$ cat src/rtl/hc21_ste_pkg.sv
// Shared STE command codes, controller state encoding and command decode helper
// for the HC21 STE cycle controller.
package hc21_ste_pkg;

  localparam logic [2:0] CM_NONE   = 3'b000;
  localparam logic [2:0] CM_IACK   = 3'b010;
  localparam logic [2:0] CM_IO_WR  = 3'b100;
  localparam logic [2:0] CM_IO_RD  = 3'b101;
  localparam logic [2:0] CM_MEM_WR = 3'b110;
  localparam logic [2:0] CM_MEM_RD = 3'b111;

  typedef enum logic [2:0] {
    ST_IDLE  = 3'd0,
    ST_ADDR  = 3'd1,
    ST_DATA  = 3'd2,
    ST_END   = 3'd3,
    ST_RECOV = 3'd4
  } state_e;

  // Interrupt acknowledge is IORQ* together with M1*; otherwise WR* picks the direction.
  function automatic logic [2:0] cm_select(input logic iorq_n, input logic m1_n, input logic wr_n);
    logic [2:0] cm;
    if (!iorq_n && !m1_n) begin
      cm = CM_IACK;
    end else if (!iorq_n) begin
      cm = wr_n ? CM_IO_RD : CM_IO_WR;
    end else begin
      cm = wr_n ? CM_MEM_RD : CM_MEM_WR;
    end
    return cm;
  endfunction

endpackage

$ cat src/rtl/hc21_ste_cycle_ctrl_if.sv
// Z80 control pins and STE backplane strobes seen by the HC21 cycle controller.
// master: the controller itself; slave: the CPU/backplane side driving it.
interface hc21_ste_cycle_ctrl_if;
  logic       cpu_mreq_n;
  logic       cpu_iorq_n;
  logic       cpu_rd_n;
  logic       cpu_wr_n;
  logic       cpu_m1_n;
  logic       cpu_rfsh_n;
  logic       onboard_n;
  logic       ste_datack_n;
  logic       ste_tfrerr_n;
  logic       err_clr;
  logic       cpu_wait_n;
  logic [2:0] ste_cm;
  logic       ste_adrstb_n;
  logic       ste_datstb_n;
  logic       bufout;
  logic       bus_err;

  modport master (
    input  cpu_mreq_n, cpu_iorq_n, cpu_rd_n, cpu_wr_n, cpu_m1_n, cpu_rfsh_n,
    input  onboard_n, ste_datack_n, ste_tfrerr_n, err_clr,
    output cpu_wait_n, ste_cm, ste_adrstb_n, ste_datstb_n, bufout, bus_err
  );

  modport slave (
    output cpu_mreq_n, cpu_iorq_n, cpu_rd_n, cpu_wr_n, cpu_m1_n, cpu_rfsh_n,
    output onboard_n, ste_datack_n, ste_tfrerr_n, err_clr,
    input  cpu_wait_n, ste_cm, ste_adrstb_n, ste_datstb_n, bufout, bus_err
  );
endinterface

$ cat src/rtl/hc21_ste_sync2.sv
// Two-flop synchronizer for active-low asynchronous backplane replies; idles high.
module hc21_ste_sync2 (
  input  logic sysclk,
  input  logic reset_n,
  input  logic d,
  output logic q
);

  logic meta_q;
  logic sync_q;

  // Shift the asynchronous input through two flops.
  always_ff @(posedge sysclk or negedge reset_n) begin
    if (!reset_n) begin
      meta_q <= 1'b1;
      sync_q <= 1'b1;
    end else begin
      meta_q <= d;
      sync_q <= meta_q;
    end
  end

  assign q = sync_q;

endmodule

$ cat src/rtl/hc21_ste_cycle_ctrl.sv
// HC21 STE cycle controller: runs each off-board Z80 access as a full STE bus cycle.
// Define HC21_STE_TIMEOUT_EN to add the DATA-phase watchdog (TIMEOUT_CYC).
module hc21_ste_cycle_ctrl
  import hc21_ste_pkg::*;
#(
  parameter int unsigned SETUP_CYC = 1,
  parameter int unsigned HOLD_CYC  = 1
`ifdef HC21_STE_TIMEOUT_EN
  ,
  parameter int unsigned TIMEOUT_CYC = 255
`endif
) (
  input logic                   sysclk,
  input logic                   reset_n,
  hc21_ste_cycle_ctrl_if.master bus
);

  localparam logic [3:0] SETUP_LAST = 4'(SETUP_CYC - 1);
  localparam logic [3:0] HOLD_LAST  = 4'(HOLD_CYC - 1);

  state_e     state_q, state_d;
  logic [3:0] cnt_q, cnt_d;
  logic [2:0] cm_q, cm_d;
  logic       adrstb_n_q, adrstb_n_d;
  logic       datstb_n_q, datstb_n_d;
  logic       bufout_q, bufout_d;
  logic       bus_err_q, bus_err_d;
  logic       err_set_s;
  logic       req_s;
  logic       iack_s;
  logic       ack_s;
  logic       err_s;
`ifdef HC21_STE_TIMEOUT_EN
  localparam logic [7:0] TMO_LAST = 8'(TIMEOUT_CYC - 1);
  logic [7:0] tmo_q, tmo_d;
`endif

  hc21_ste_sync2 u_sync_ack (.sysclk(sysclk), .reset_n(reset_n), .d(bus.ste_datack_n), .q(ack_s));
  hc21_ste_sync2 u_sync_err (.sysclk(sysclk), .reset_n(reset_n), .d(bus.ste_tfrerr_n), .q(err_s));

  // Off-board request decode; refresh cycles never reach the backplane.
  always_comb begin
    req_s  = bus.onboard_n &
             ((~bus.cpu_mreq_n & bus.cpu_rfsh_n & (~bus.cpu_rd_n | ~bus.cpu_wr_n)) |
              (~bus.cpu_iorq_n & (~bus.cpu_rd_n | ~bus.cpu_wr_n | ~bus.cpu_m1_n)));
    iack_s = ~bus.cpu_iorq_n & ~bus.cpu_m1_n;
  end

  // Next-state and registered-output logic.
  always_comb begin
    state_d    = state_q;
    cnt_d      = cnt_q;
    cm_d       = cm_q;
    adrstb_n_d = adrstb_n_q;
    datstb_n_d = datstb_n_q;
    bufout_d   = bufout_q;
    err_set_s  = 1'b0;
`ifdef HC21_STE_TIMEOUT_EN
    tmo_d      = tmo_q;
`endif
    case (state_q)
      ST_IDLE: begin
        if (req_s) begin
          state_d    = ST_ADDR;
          cm_d       = cm_select(bus.cpu_iorq_n, bus.cpu_m1_n, bus.cpu_wr_n);
          bufout_d   = ~bus.cpu_wr_n & ~iack_s;
          adrstb_n_d = 1'b0;
          cnt_d      = 4'd0;
        end else begin
          state_d = ST_IDLE;
        end
      end
      ST_ADDR: begin
        if (!req_s) begin
          state_d    = ST_RECOV;
          cm_d       = CM_NONE;
          adrstb_n_d = 1'b1;
          datstb_n_d = 1'b1;
          bufout_d   = 1'b0;
          cnt_d      = 4'd0;
        end else if (cnt_q == SETUP_LAST) begin
          state_d    = ST_DATA;
          datstb_n_d = 1'b0;
          cnt_d      = 4'd0;
`ifdef HC21_STE_TIMEOUT_EN
          tmo_d      = 8'd0;
`endif
        end else begin
          cnt_d = cnt_q + 4'd1;
        end
      end
      ST_DATA: begin
        // A simultaneous TFRERR* and DATACK* is treated as an error.
        if (!req_s) begin
          state_d    = ST_RECOV;
          cm_d       = CM_NONE;
          adrstb_n_d = 1'b1;
          datstb_n_d = 1'b1;
          bufout_d   = 1'b0;
          cnt_d      = 4'd0;
        end else if (!err_s) begin
          state_d    = ST_END;
          datstb_n_d = 1'b1;
          cnt_d      = 4'd0;
          err_set_s  = 1'b1;
        end else if (!ack_s) begin
          state_d    = ST_END;
          datstb_n_d = 1'b1;
          cnt_d      = 4'd0;
        end else begin
`ifdef HC21_STE_TIMEOUT_EN
          if (tmo_q == TMO_LAST) begin
            state_d    = ST_END;
            datstb_n_d = 1'b1;
            cnt_d      = 4'd0;
            err_set_s  = 1'b1;
          end else if (tmo_q != 8'hFF) begin
            tmo_d = tmo_q + 8'd1;
          end else begin
            tmo_d = tmo_q;
          end
`else
          state_d = ST_DATA;
`endif
        end
      end
      ST_END: begin
        if (cnt_q == HOLD_LAST) begin
          state_d    = ST_RECOV;
          cm_d       = CM_NONE;
          adrstb_n_d = 1'b1;
          bufout_d   = 1'b0;
          cnt_d      = 4'd0;
        end else begin
          cnt_d = cnt_q + 4'd1;
        end
      end
      ST_RECOV: begin
        // Wait for the CPU to finish and the slave to withdraw its reply.
        if (!req_s && ack_s && err_s) begin
          state_d = ST_IDLE;
        end else begin
          state_d = ST_RECOV;
        end
      end
      default: begin
        state_d    = ST_IDLE;
        cm_d       = CM_NONE;
        adrstb_n_d = 1'b1;
        datstb_n_d = 1'b1;
        bufout_d   = 1'b0;
        cnt_d      = 4'd0;
      end
    endcase

    if (err_set_s) begin
      bus_err_d = 1'b1;
    end else if (bus.err_clr) begin
      bus_err_d = 1'b0;
    end else begin
      bus_err_d = bus_err_q;
    end
  end

  // State and output registers.
  always_ff @(posedge sysclk or negedge reset_n) begin
    if (!reset_n) begin
      state_q    <= ST_IDLE;
      cnt_q      <= 4'd0;
      cm_q       <= CM_NONE;
      adrstb_n_q <= 1'b1;
      datstb_n_q <= 1'b1;
      bufout_q   <= 1'b0;
      bus_err_q  <= 1'b0;
`ifdef HC21_STE_TIMEOUT_EN
      tmo_q      <= 8'd0;
`endif
    end else begin
      state_q    <= state_d;
      cnt_q      <= cnt_d;
      cm_q       <= cm_d;
      adrstb_n_q <= adrstb_n_d;
      datstb_n_q <= datstb_n_d;
      bufout_q   <= bufout_d;
      bus_err_q  <= bus_err_d;
`ifdef HC21_STE_TIMEOUT_EN
      tmo_q      <= tmo_d;
`endif
    end
  end

  // WAIT* follows req combinationally so the Z80 is stalled in the cycle it asks.
  assign bus.cpu_wait_n   = ~(req_s & reset_n &
                              ((state_q == ST_IDLE) || (state_q == ST_ADDR) || (state_q == ST_DATA)));
  assign bus.ste_cm       = cm_q;
  assign bus.ste_adrstb_n = adrstb_n_q;
  assign bus.ste_datstb_n = datstb_n_q;
  assign bus.bufout       = bufout_q;
  assign bus.bus_err      = bus_err_q;

endmodule

$ cat src/flat_wrapper.sv
// flat-port wrapper written by rule: the top's interface ports become plain ports
module hc21_ste_cycle_ctrl_flat import hc21_ste_pkg::*;
#(
  parameter int unsigned SETUP_CYC = 1,
  parameter int unsigned HOLD_CYC  = 1

)
  (sysclk, reset_n, bus_cpu_mreq_n, bus_cpu_iorq_n, bus_cpu_rd_n, bus_cpu_wr_n, bus_cpu_m1_n, bus_cpu_rfsh_n, bus_onboard_n, bus_ste_datack_n, bus_ste_tfrerr_n, bus_err_clr, bus_cpu_wait_n, bus_ste_cm, bus_ste_adrstb_n, bus_ste_datstb_n, bus_bufout, bus_bus_err);
  hc21_ste_cycle_ctrl_if bus_i ();
  input logic sysclk;
  input logic reset_n;
  input wire logic [$bits(bus_i.cpu_mreq_n)-1:0] bus_cpu_mreq_n;
  input wire logic [$bits(bus_i.cpu_iorq_n)-1:0] bus_cpu_iorq_n;
  input wire logic [$bits(bus_i.cpu_rd_n)-1:0] bus_cpu_rd_n;
  input wire logic [$bits(bus_i.cpu_wr_n)-1:0] bus_cpu_wr_n;
  input wire logic [$bits(bus_i.cpu_m1_n)-1:0] bus_cpu_m1_n;
  input wire logic [$bits(bus_i.cpu_rfsh_n)-1:0] bus_cpu_rfsh_n;
  input wire logic [$bits(bus_i.onboard_n)-1:0] bus_onboard_n;
  input wire logic [$bits(bus_i.ste_datack_n)-1:0] bus_ste_datack_n;
  input wire logic [$bits(bus_i.ste_tfrerr_n)-1:0] bus_ste_tfrerr_n;
  input wire logic [$bits(bus_i.err_clr)-1:0] bus_err_clr;
  output wire logic [$bits(bus_i.cpu_wait_n)-1:0] bus_cpu_wait_n;
  output wire logic [$bits(bus_i.ste_cm)-1:0] bus_ste_cm;
  output wire logic [$bits(bus_i.ste_adrstb_n)-1:0] bus_ste_adrstb_n;
  output wire logic [$bits(bus_i.ste_datstb_n)-1:0] bus_ste_datstb_n;
  output wire logic [$bits(bus_i.bufout)-1:0] bus_bufout;
  output wire logic [$bits(bus_i.bus_err)-1:0] bus_bus_err;
  assign bus_i.cpu_mreq_n = bus_cpu_mreq_n;
  assign bus_i.cpu_iorq_n = bus_cpu_iorq_n;
  assign bus_i.cpu_rd_n = bus_cpu_rd_n;
  assign bus_i.cpu_wr_n = bus_cpu_wr_n;
  assign bus_i.cpu_m1_n = bus_cpu_m1_n;
  assign bus_i.cpu_rfsh_n = bus_cpu_rfsh_n;
  assign bus_i.onboard_n = bus_onboard_n;
  assign bus_i.ste_datack_n = bus_ste_datack_n;
  assign bus_i.ste_tfrerr_n = bus_ste_tfrerr_n;
  assign bus_i.err_clr = bus_err_clr;
  assign bus_cpu_wait_n = bus_i.cpu_wait_n;
  assign bus_ste_cm = bus_i.ste_cm;
  assign bus_ste_adrstb_n = bus_i.ste_adrstb_n;
  assign bus_ste_datstb_n = bus_i.ste_datstb_n;
  assign bus_bufout = bus_i.bufout;
  assign bus_bus_err = bus_i.bus_err;
  hc21_ste_cycle_ctrl #(.SETUP_CYC(SETUP_CYC), .HOLD_CYC(HOLD_CYC)) u_core (.sysclk(sysclk), .reset_n(reset_n), .bus(bus_i));
endmodule
$ cat config.mk
export PLATFORM = sky130hd
export DESIGN_NAME = hc21_ste_cycle_ctrl_flat
export DESIGN_NICKNAME = d
export VERILOG_FILES = /design/src/rtl/hc21_ste_pkg.sv /design/src/rtl/hc21_ste_cycle_ctrl_if.sv /design/src/rtl/hc21_ste_sync2.sv /design/src/rtl/hc21_ste_cycle_ctrl.sv /design/src/flat_wrapper.sv
export SDC_FILE = /design/constraint.sdc
export NUM_CORES = 1
export LEC_CHECK = 0
export ABC_AREA = 1
export CORE_UTILIZATION = 35
export CTS_BUF_LIST = sky130_fd_sc_hd__clkbuf_8
export DETAILED_ROUTE_END_ITERATION = 6
export HOLD_SLACK_MARGIN = 0.03
export PLACE_DENSITY = 0.6
export SLEW_MARGIN = 5
export SYNTH_ARGS = -nofsm -noshare
export SYNTH_HDL_FRONTEND = slang
export SYNTH_SLANG_ARGS = --single-unit
$ cat constraint.sdc
create_clock -name sysclk -period 2.63 [get_ports sysclk]
set_input_delay 0.526 -clock sysclk [delete_from_list [all_inputs] [get_ports sysclk]]
set_output_delay 0.526 -clock sysclk [all_outputs]
set_load 0.005 [all_outputs]
==> results.md, run 1 <==
- Layout cells sized above 1: 18.9%
- Reg2reg setup slack: 1.32 ns
- Combinational group share of total power: 32.1%
- Critical Path End Type: primary output
- Longest Clk Path Bufs: 2
- CTS buffer count: 3
- Crit path time final: 2.42 ns
- Post-route setup slack: 0.208 ns
- Via count: 807
- CP top delay family: buffers and inverters
- Number of diodes: 0
- Rows: 18
- Initial antenna violation count: 0
- Commonest non-fill, non-tap cell in the layout: nand2_1
- Sequential share of power: 45.2%
- Port bufs: 19
- Area share of the largest cell type after synthesis: 30.9%
- Critical path fanouts, max: 3
- Syn. warnings: 0
- Power share of the clock group: 22.7%
- Crit start category: input port
- Clk root buf: clkbuf_8
- Post-route ant nets: 0
- Leakage: 0.000665 uW
- First DRT Iteration DRCs: 13
- Clock skew: 0.00176 ns
- Hold Path Stages: 0
- WP buf/inv: 4
- WP data arrival: 1.90 ns
- Launching point of the worst reg2reg path: u_core.state_q[2]$_DFFE_PN0P_
- Post-synthesis sequential area ratio: 47.1%
- Hold path start: u_core.u_sync_ack.meta_q$_DFF_PN1_
- Slowest CP cell: clkdlybuf4s50_1
- Worst path cell trace: clkdlybuf4s50_1 -> inv_1 -> nand2_1 -> nand2_2 -> inv_2 -> nor2_4 -> nand3_1 -> clkdlybuf4s50_1
- Clock transition at path regs: 0.06 ns
- Post-place setup slack: 0.196 ns
- TNS Setup: 0 ns
- Area of the die: 2990 sq um
- Top cell by count, worst path: clkdlybuf4s50_1
- R2r endpoint: u_core.cnt_q[0]$_DFFE_PN0P_
- Vias in the first global route: 788
- I/O pins: 20
- Count of different cell masters after synthesis: 25
- Post-layout net count: 163
- GR Overflow Total: 0
- Slowest stage delay, CP: 0.49 ns
- Routability congestion estimate: 0.866
- Largest net degree at the start of global routing: 19
- Switching Fraction: 30.3%
- Post-Route WL: 1820 microns
- First-pass DRT Iterations: 4
- Synth Instances: 123
- Most frequent cells in the layout: nand2_1 (46), inv_1 (20), clkdlybuf4s50_1 (19)
- Reg2Reg Depth: 7
- Power density cells: 671 nW/um^2
- Final Cycle Share: 92.1%
- Tot Pwr: 846 uW
- FF+latch count, synth: 18
- Syn nets: 137
- DIE HEIGHT: 54.7 microns
- Max VDD drop: 387 uV
- Simple-Gate Fraction of Synth Area: 34.4%
- Post-CTS Setup Inserts: 0
- Post-DR wirelength/cell: 10.2 microns
- Worst hold slack: 0.356 ns
- CTS tree: built
- Least-Margin Pin Slew: 0.317 ns
- RSZ-0062 raised after global routing: no
- Synth Cell Area: 972 sq um
- Final HPWL DP: 1440 microns
- Mux contribution to synthesized area: 0%
- Fmax: 413 MHz
- Synth area leaders: dfrtp_1 (31%), nand2_1 (18%), dfstp_2 (16%)
- Hold Path Class: reg2reg
- Clock latency on the worst-skew pair: 0.25 ns
- CP Data Required Time: 2.10 ns
- CTS sink count: 18
- Post_cts resized: 0
- Max Slew Vio Count: 0
- Status: finished, final reports clean
- Cts hold-fix bufs: 0
- MaxCap Viol Count: 0
- Worst hold path endpoint: u_core.u_sync_ack.q$_DFF_PN1_
- Layout fillers: 258
- Yosys top cell by area: dfrtp_1
- Critical path class: in2out
- Post-Synth Adder-Cell Area: 2.57%
- DIE WIDTH: 54.7 microns
- Compound-Gate Fraction of Synth Area: 4.76%
- Pint: 589 uW
- Initial Utilization: 38.2%
- Final setup viols: 0
- Via density: 4.53
- H-tree Lvls: 1
- Final hold vios: 0
- Syn Area/Cell: 7.90 sq um
- Core Box Area: 2540 sq um
- Total track usage: 15.4%
- Largest family of logic cells by synthesized area: simple AND/OR/NAND/NOR gates
- Total net switching power: 256 uW
- Area delta synth->final: 29.6%
- Rel. slew slack: 78.8%
- First-pass GRT wire length: 3260 microns
- Post-Synth XOR/XNOR Area: 1.80%
- Drt drc: 0
## cell families after synthesis
group | after synthesis
buf+inv | 24
flops | 18
xor+xnor | 2
fa+ha+maj | 2
compound gates | 7
simple gates | 70
## area by class of cell
class / count / area [sq um] / share of cell area (%)
tap: 30 / 37.5 / 2.98
multi-input combinational: 81 / 423 / 33.6
clock buffer: 3 / 41.3 / 3.28
sequential: 18 / 458 / 36.3
timing repair buffer: 21 / 205 / 16.3
clock inverter: 1 / 3.75 / 0.298
inverter: 24 / 91.3 / 7.25
## power by group through the flow
stage	Combinational, uW	Sequential (uW)	Clock, uW
final	271	382	192
after global routing	308	390	214
after CTS	277	382	203
after detailed placement	275	386	0
after global placement	274	385	0
after floorplan	136	386	0
## sequential cells by signal, indices dropped and copies added, names as in the netlist
signal,cells
u_core.bus.ste_datstb_n,1
u_core.u_sync_err.meta_q,1
u_core.cnt_q,4
u_core.u_sync_err.q,1
u_core.bus.bufout,1
u_core.u_sync_ack.q,1
u_core.bus.bus_err,1
u_core.bus.ste_cm,3
u_core.state_q,3
u_core.u_sync_ack.meta_q,1
u_core.bus.ste_adrstb_n,1
## layer usage
metal  global-route usage (%)  share of wire (%)  wire length (microns)  vias up
li1                         -                  -                      -      423
met1                     21.4                 50                    908      370
met2                     23.1                 46                    838       12
met3                     3.61                3.2                     59        2
met4                     5.13               0.77                     14        0
met5                        0                  0                      0        -
## synthesized netlist by cell type, drive strengths merged
cell,n
nand3,10
a21oi,3
o211ai,1
inv,22
o21ai,2
ha,2
clkinv,2
dfstp,6
nor2,9
o22ai,1
xnor2,1
dfrtp,12
xor2,1
nand2,50
nor3,1
## per-stage QoR
stage / instances / util, % / cell area, sq um
2_1_floorplan: 123 / - / 972
3_3_place_gp: 174 / 47.7 / 1210
5_1_grt: 178 / 49.5 / 1260
4_1_cts: 178 / 49.5 / 1260
3_5_place_dp: 174 / 47.7 / 1210
6_report: 178 / 49.5 / 1260
## worst register-to-register path, stage by stage (launching register included)
cell and delay (ns):
dfrtp_1 0.47, nor3_2 0.35, nand2_2 0.11, clkinv_2 0.09
nor2_2 0.05, inv_2 0.08, nand2_1 0.05, nand2_1 0.05
## worst max path at each step
| stage | from | cells after the start | slack (ns) | endpoint |
|---|---|---|---|---|
| after floorplan | bus_cpu_mreq_n | 6 | 1.10 | bus_cpu_wait_n |
| after global placement | bus_cpu_iorq_n | 8 | 0.22 | bus_cpu_wait_n |
| after detailed placement | bus_cpu_iorq_n | 8 | 0.20 | bus_cpu_wait_n |
| after CTS | bus_cpu_iorq_n | 8 | 0.19 | bus_cpu_wait_n |
| after global routing | bus_cpu_iorq_n | 8 | 0.11 | bus_cpu_wait_n |
| final | bus_cpu_iorq_n | 8 | 0.21 | bus_cpu_wait_n |
Note: power is estimated with default switching activity, not from simulation.
==> inputs of run 2 (changes only) <==
Settings changed: ABC_AREA 1 to 0, PLACE_DENSITY 0.6 to 0.59.
==> run 2 against run 1 <==
- non-clock buffer count increased by 8
- critical path depth down 3
- synthesized cell count fell by 4.9%
- cell count grew 5.6%
- register-to-register slack worse by 0.60 ns
- largest cell class is now multi-input combinational cells
==> results.md, run 2 <==
- H-tree Lvls: 1 (unchanged)
- Core Box Area: 3050 sq um (+20%)
- Critical path fanouts, max: 2 (-1)
- Rel. slew slack: 60.2% (-19 points)
- Routability congestion estimate: 0.771 (-11%)
- Slowest stage delay, CP: 0.45 ns (-0.04 ns)
- Post-route ant nets: 0 (unchanged)
- Initial Utilization: 36.9% (-1.3 points)
- First-pass GRT wire length: 4340 microns (+33%)
- Yosys top cell by area: dfrtp_1
- Vias in the first global route: 970 (+23%)
- Via density: 5.31 (+17%)
- Post_cts resized: 1 (+1)
- Final hold vios: 0 (unchanged)
- Clock latency on the worst-skew pair: 0.26 ns (about the same)
- Leakage: 0.000583 uW (-12%)
- Most frequent cells in the layout: clkdlybuf4s50_1 (18), nand3_1 (15), dfrtp_1 (12)
- Cts hold-fix bufs: 0 (unchanged)
- Critical Path End Type: primary output
- First-pass DRT Iterations: 4 (unchanged)
- GR Overflow Total: 0 (unchanged)
- Via count: 998 (+24%)
- Crit. path cell count: 5 (-3)
- RSZ-0062 raised after global routing: no
- Clock skew: 0.00926 ns (+0.00750 ns)
- WP data arrival: 1.99 ns (+0.09 ns)
- Max Slew Vio Count: 0 (unchanged)
- Hold Path Class: reg2reg
- Drt drc: 0 (unchanged)
- Commonest non-fill, non-tap cell in the layout: clkdlybuf4s50_1
- Initial antenna violation count: 0 (unchanged)
- EDFF count, synth: 0 (unchanged)
- Ys async rst share: 100% (unchanged)
- First DRT Iteration DRCs: 23 (+10)
- Post-synthesis sequential area ratio: 40.6% (-6.5 points)
- I/O pins: 20 (unchanged)
- Slowest CP cell: clkdlybuf4s50_1
- CP Data Required Time: 2.10 ns (about the same)
- Crit path time final: 2.52 ns (+0.0966 ns)
- Largest Register: u_core.cnt_q
- Post-place setup slack: -0.0804 ns (-0.277 ns)
- Port bufs: 19 (unchanged)
- Synth Instances: 117 (-4.9%)
- Status: finished, final reports clean
- Post-CTS Setup Inserts: 0 (unchanged)
- Syn nets: 131 (-4.4%)
- Least-Margin Pin Slew: 0.596 ns (+0.279 ns)
- Syn. warnings: 0 (unchanged)
- Hold Path Stages: 0 (unchanged)
- Count of different cell masters after synthesis: 44 (+76%)
- CP top delay family: buffers and inverters
- Rows: 20 (+2)
- Area of the die: 3450 sq um (+15%)
- DIE HEIGHT: 58.8 microns (+7.4%)
- Max VDD drop: 268 uV (-31%)
- Layout fillers: 316 (+22%)
- Final setup viols: 0 (unchanged)
- Worst path cell trace: clkdlybuf4s50_1 -> o211a_4 -> a2111oi_4 -> nand3_1 -> dlygate4sd2_1
- Final HPWL DP: 1950 microns (+36%)
- CTS buffer count: 3 (unchanged)
- Largest net degree at the start of global routing: 19 (unchanged)
- Post-DR wirelength/cell: 13.8 microns (+35%)
- Syn Area/Cell: 9.64 sq um (+22%)
- Clock transition at path regs: 0.07 ns (about the same)
- Power density cells: 634 nW/um^2 (-5.5%)
- Count leader, synth: nand3_1
- Clk root buf: clkbuf_8
- Post-Route WL: 2600 microns (+43%)
- Longest Clk Path Bufs: 2 (unchanged)
- Area delta synth->final: 29.9%
- Synth cell count leaders: nand3_1 (15), dfrtp_1 (12), inv_1 (10)
- Synth area leaders: dfrtp_1 (27%), dfstp_2 (14%), nand3_1 (6.7%)
- Post-route setup slack: 0.112 ns (-0.0966 ns)
- CTS sink count: 18 (unchanged)
- Prevailing post-synth register cell: dfrtp_1
- Final Cycle Share: 95.8% (+3.7 points)
- Layout cells sized above 1: 18.1% (-0.86 points)
- Critical path class: in2out
- Max reg flops: 4 (unchanged)
- Fin util: 48.0% (-1.6 points)
- Post-layout net count: 159 (-2.5%)
- Fmax: 397 MHz (-3.8%)
- Crit start category: input port
- DIE WIDTH: 58.8 microns (+7.4%)
- WP buf/inv: 2 (-2)
- FF+latch count, synth: 18 (unchanged)
- Area share of the largest cell type after synthesis: 26.6% (-4.3 points)
- Synth Cell Area: 1130 sq um (+16%)
- Reg2Reg Depth: 4 (-3)
- Number of diodes: 0 (unchanged)
- CTS tree: built
- Total track usage: 16.9% (+1.5 points)
- MaxCap Viol Count: 0 (unchanged)
## run 2: changes by cell type after synthesis, moves of 3 or more
cell       before  now
nand3_1         8   15
nand2_1        46    7
a21oi_1         2    5
nand2_2         3    0
nor2b_1         0    3
o2111ai_1       0    3
clkbuf_1        0    3
nand2b_1        0    3
o21ai_1         0    3
inv_2           3    0
inv_1          19   10
a2bb2oi_1       0    4
## run 2: where the power goes
group,internal [uW],switching (uW),leakage (uW)
logic,176,114,0.000331
registers,339,67.2,0.000224
clock network,133,98.5,0.0000288
total,648,280,0.000583
## run 2: per-stage QoR
step | TNS, ns | instances | total power, uW | hold slack, ns | instance area (sq um)
floorplan | 0 | 117 | 553 | 0.230 | 1130
global placement | -0.0574 | 184 | 698 | 0.346 | 1410
detailed placement | -0.0804 | 184 | 706 | 0.347 | 1410
CTS | 0 | 188 | 936 | 0.357 | 1460
global route | 0 | 188 | 992 | 0.359 | 1460
finish | 0 | 188 | 928 | 0.356 | 1460
## run 2: area by class of cell
type | instances | area (sq um) | area share (%)
Multi-Input combinational cell | 82 | 591 | 40.3
Sequential cell | 18 | 458 | 31.3
Timing Repair Buffer | 29 | 264 | 18.0
Clock buffer | 4 | 55.1 | 3.76
Tap cell | 44 | 55.1 | 3.76
Inverter | 11 | 41.3 | 2.82
## run 2: path summary, 6_finish.rpt
check,from,end,slack [ns]
max in group asynchronous,reset_n,u_core.u_sync_ack.meta_q$_DFF_PN1_,1.68
hold reg to reg,u_core.u_sync_ack.meta_q$_DFF_PN1_,u_core.u_sync_ack.q$_DFF_PN1_,0.36
min in group asynchronous,reset_n,u_core.cnt_q[2]$_DFFE_PN0P_,0.68
hold / removal,u_core.u_sync_ack.meta_q$_DFF_PN1_,u_core.u_sync_ack.q$_DFF_PN1_,0.36
setup / recovery,bus_cpu_m1_n,bus_cpu_wait_n,0.11
setup reg to reg,u_core.state_q[1]$_DFFE_PN0P_,u_core.bus.bufout$_DFFE_PN0P_,0.72
## run 2: cell families (layout without fill, tap and decap cells)
logic type               Yosys count  count (layout)  synth area share (%)
flip-flops                        18              18                  40.6
AND/OR/NAND/NOR                   43              43                  20.0
multiplexers                       1               1                 0.888
AO/OA/AOI/OAI                     34              34                  27.6
XOR/XNOR                           1               1                 0.777
buffers and inverters             17              44                  6.99
adder cells (fa/ha/maj)            3               3                  3.11
## run 2: per-layer routing
metal | vias to the layer above | share of wire [%] | GRT usage (%)
met5 | - | 0 | 0
met4 | 0 | 1.3 | 7.14
met3 | 4 | 2.9 | 2.86
met2 | 13 | 49 | 27.9
met1 | 493 | 47 | 21.8
li1 | 488 | - | -
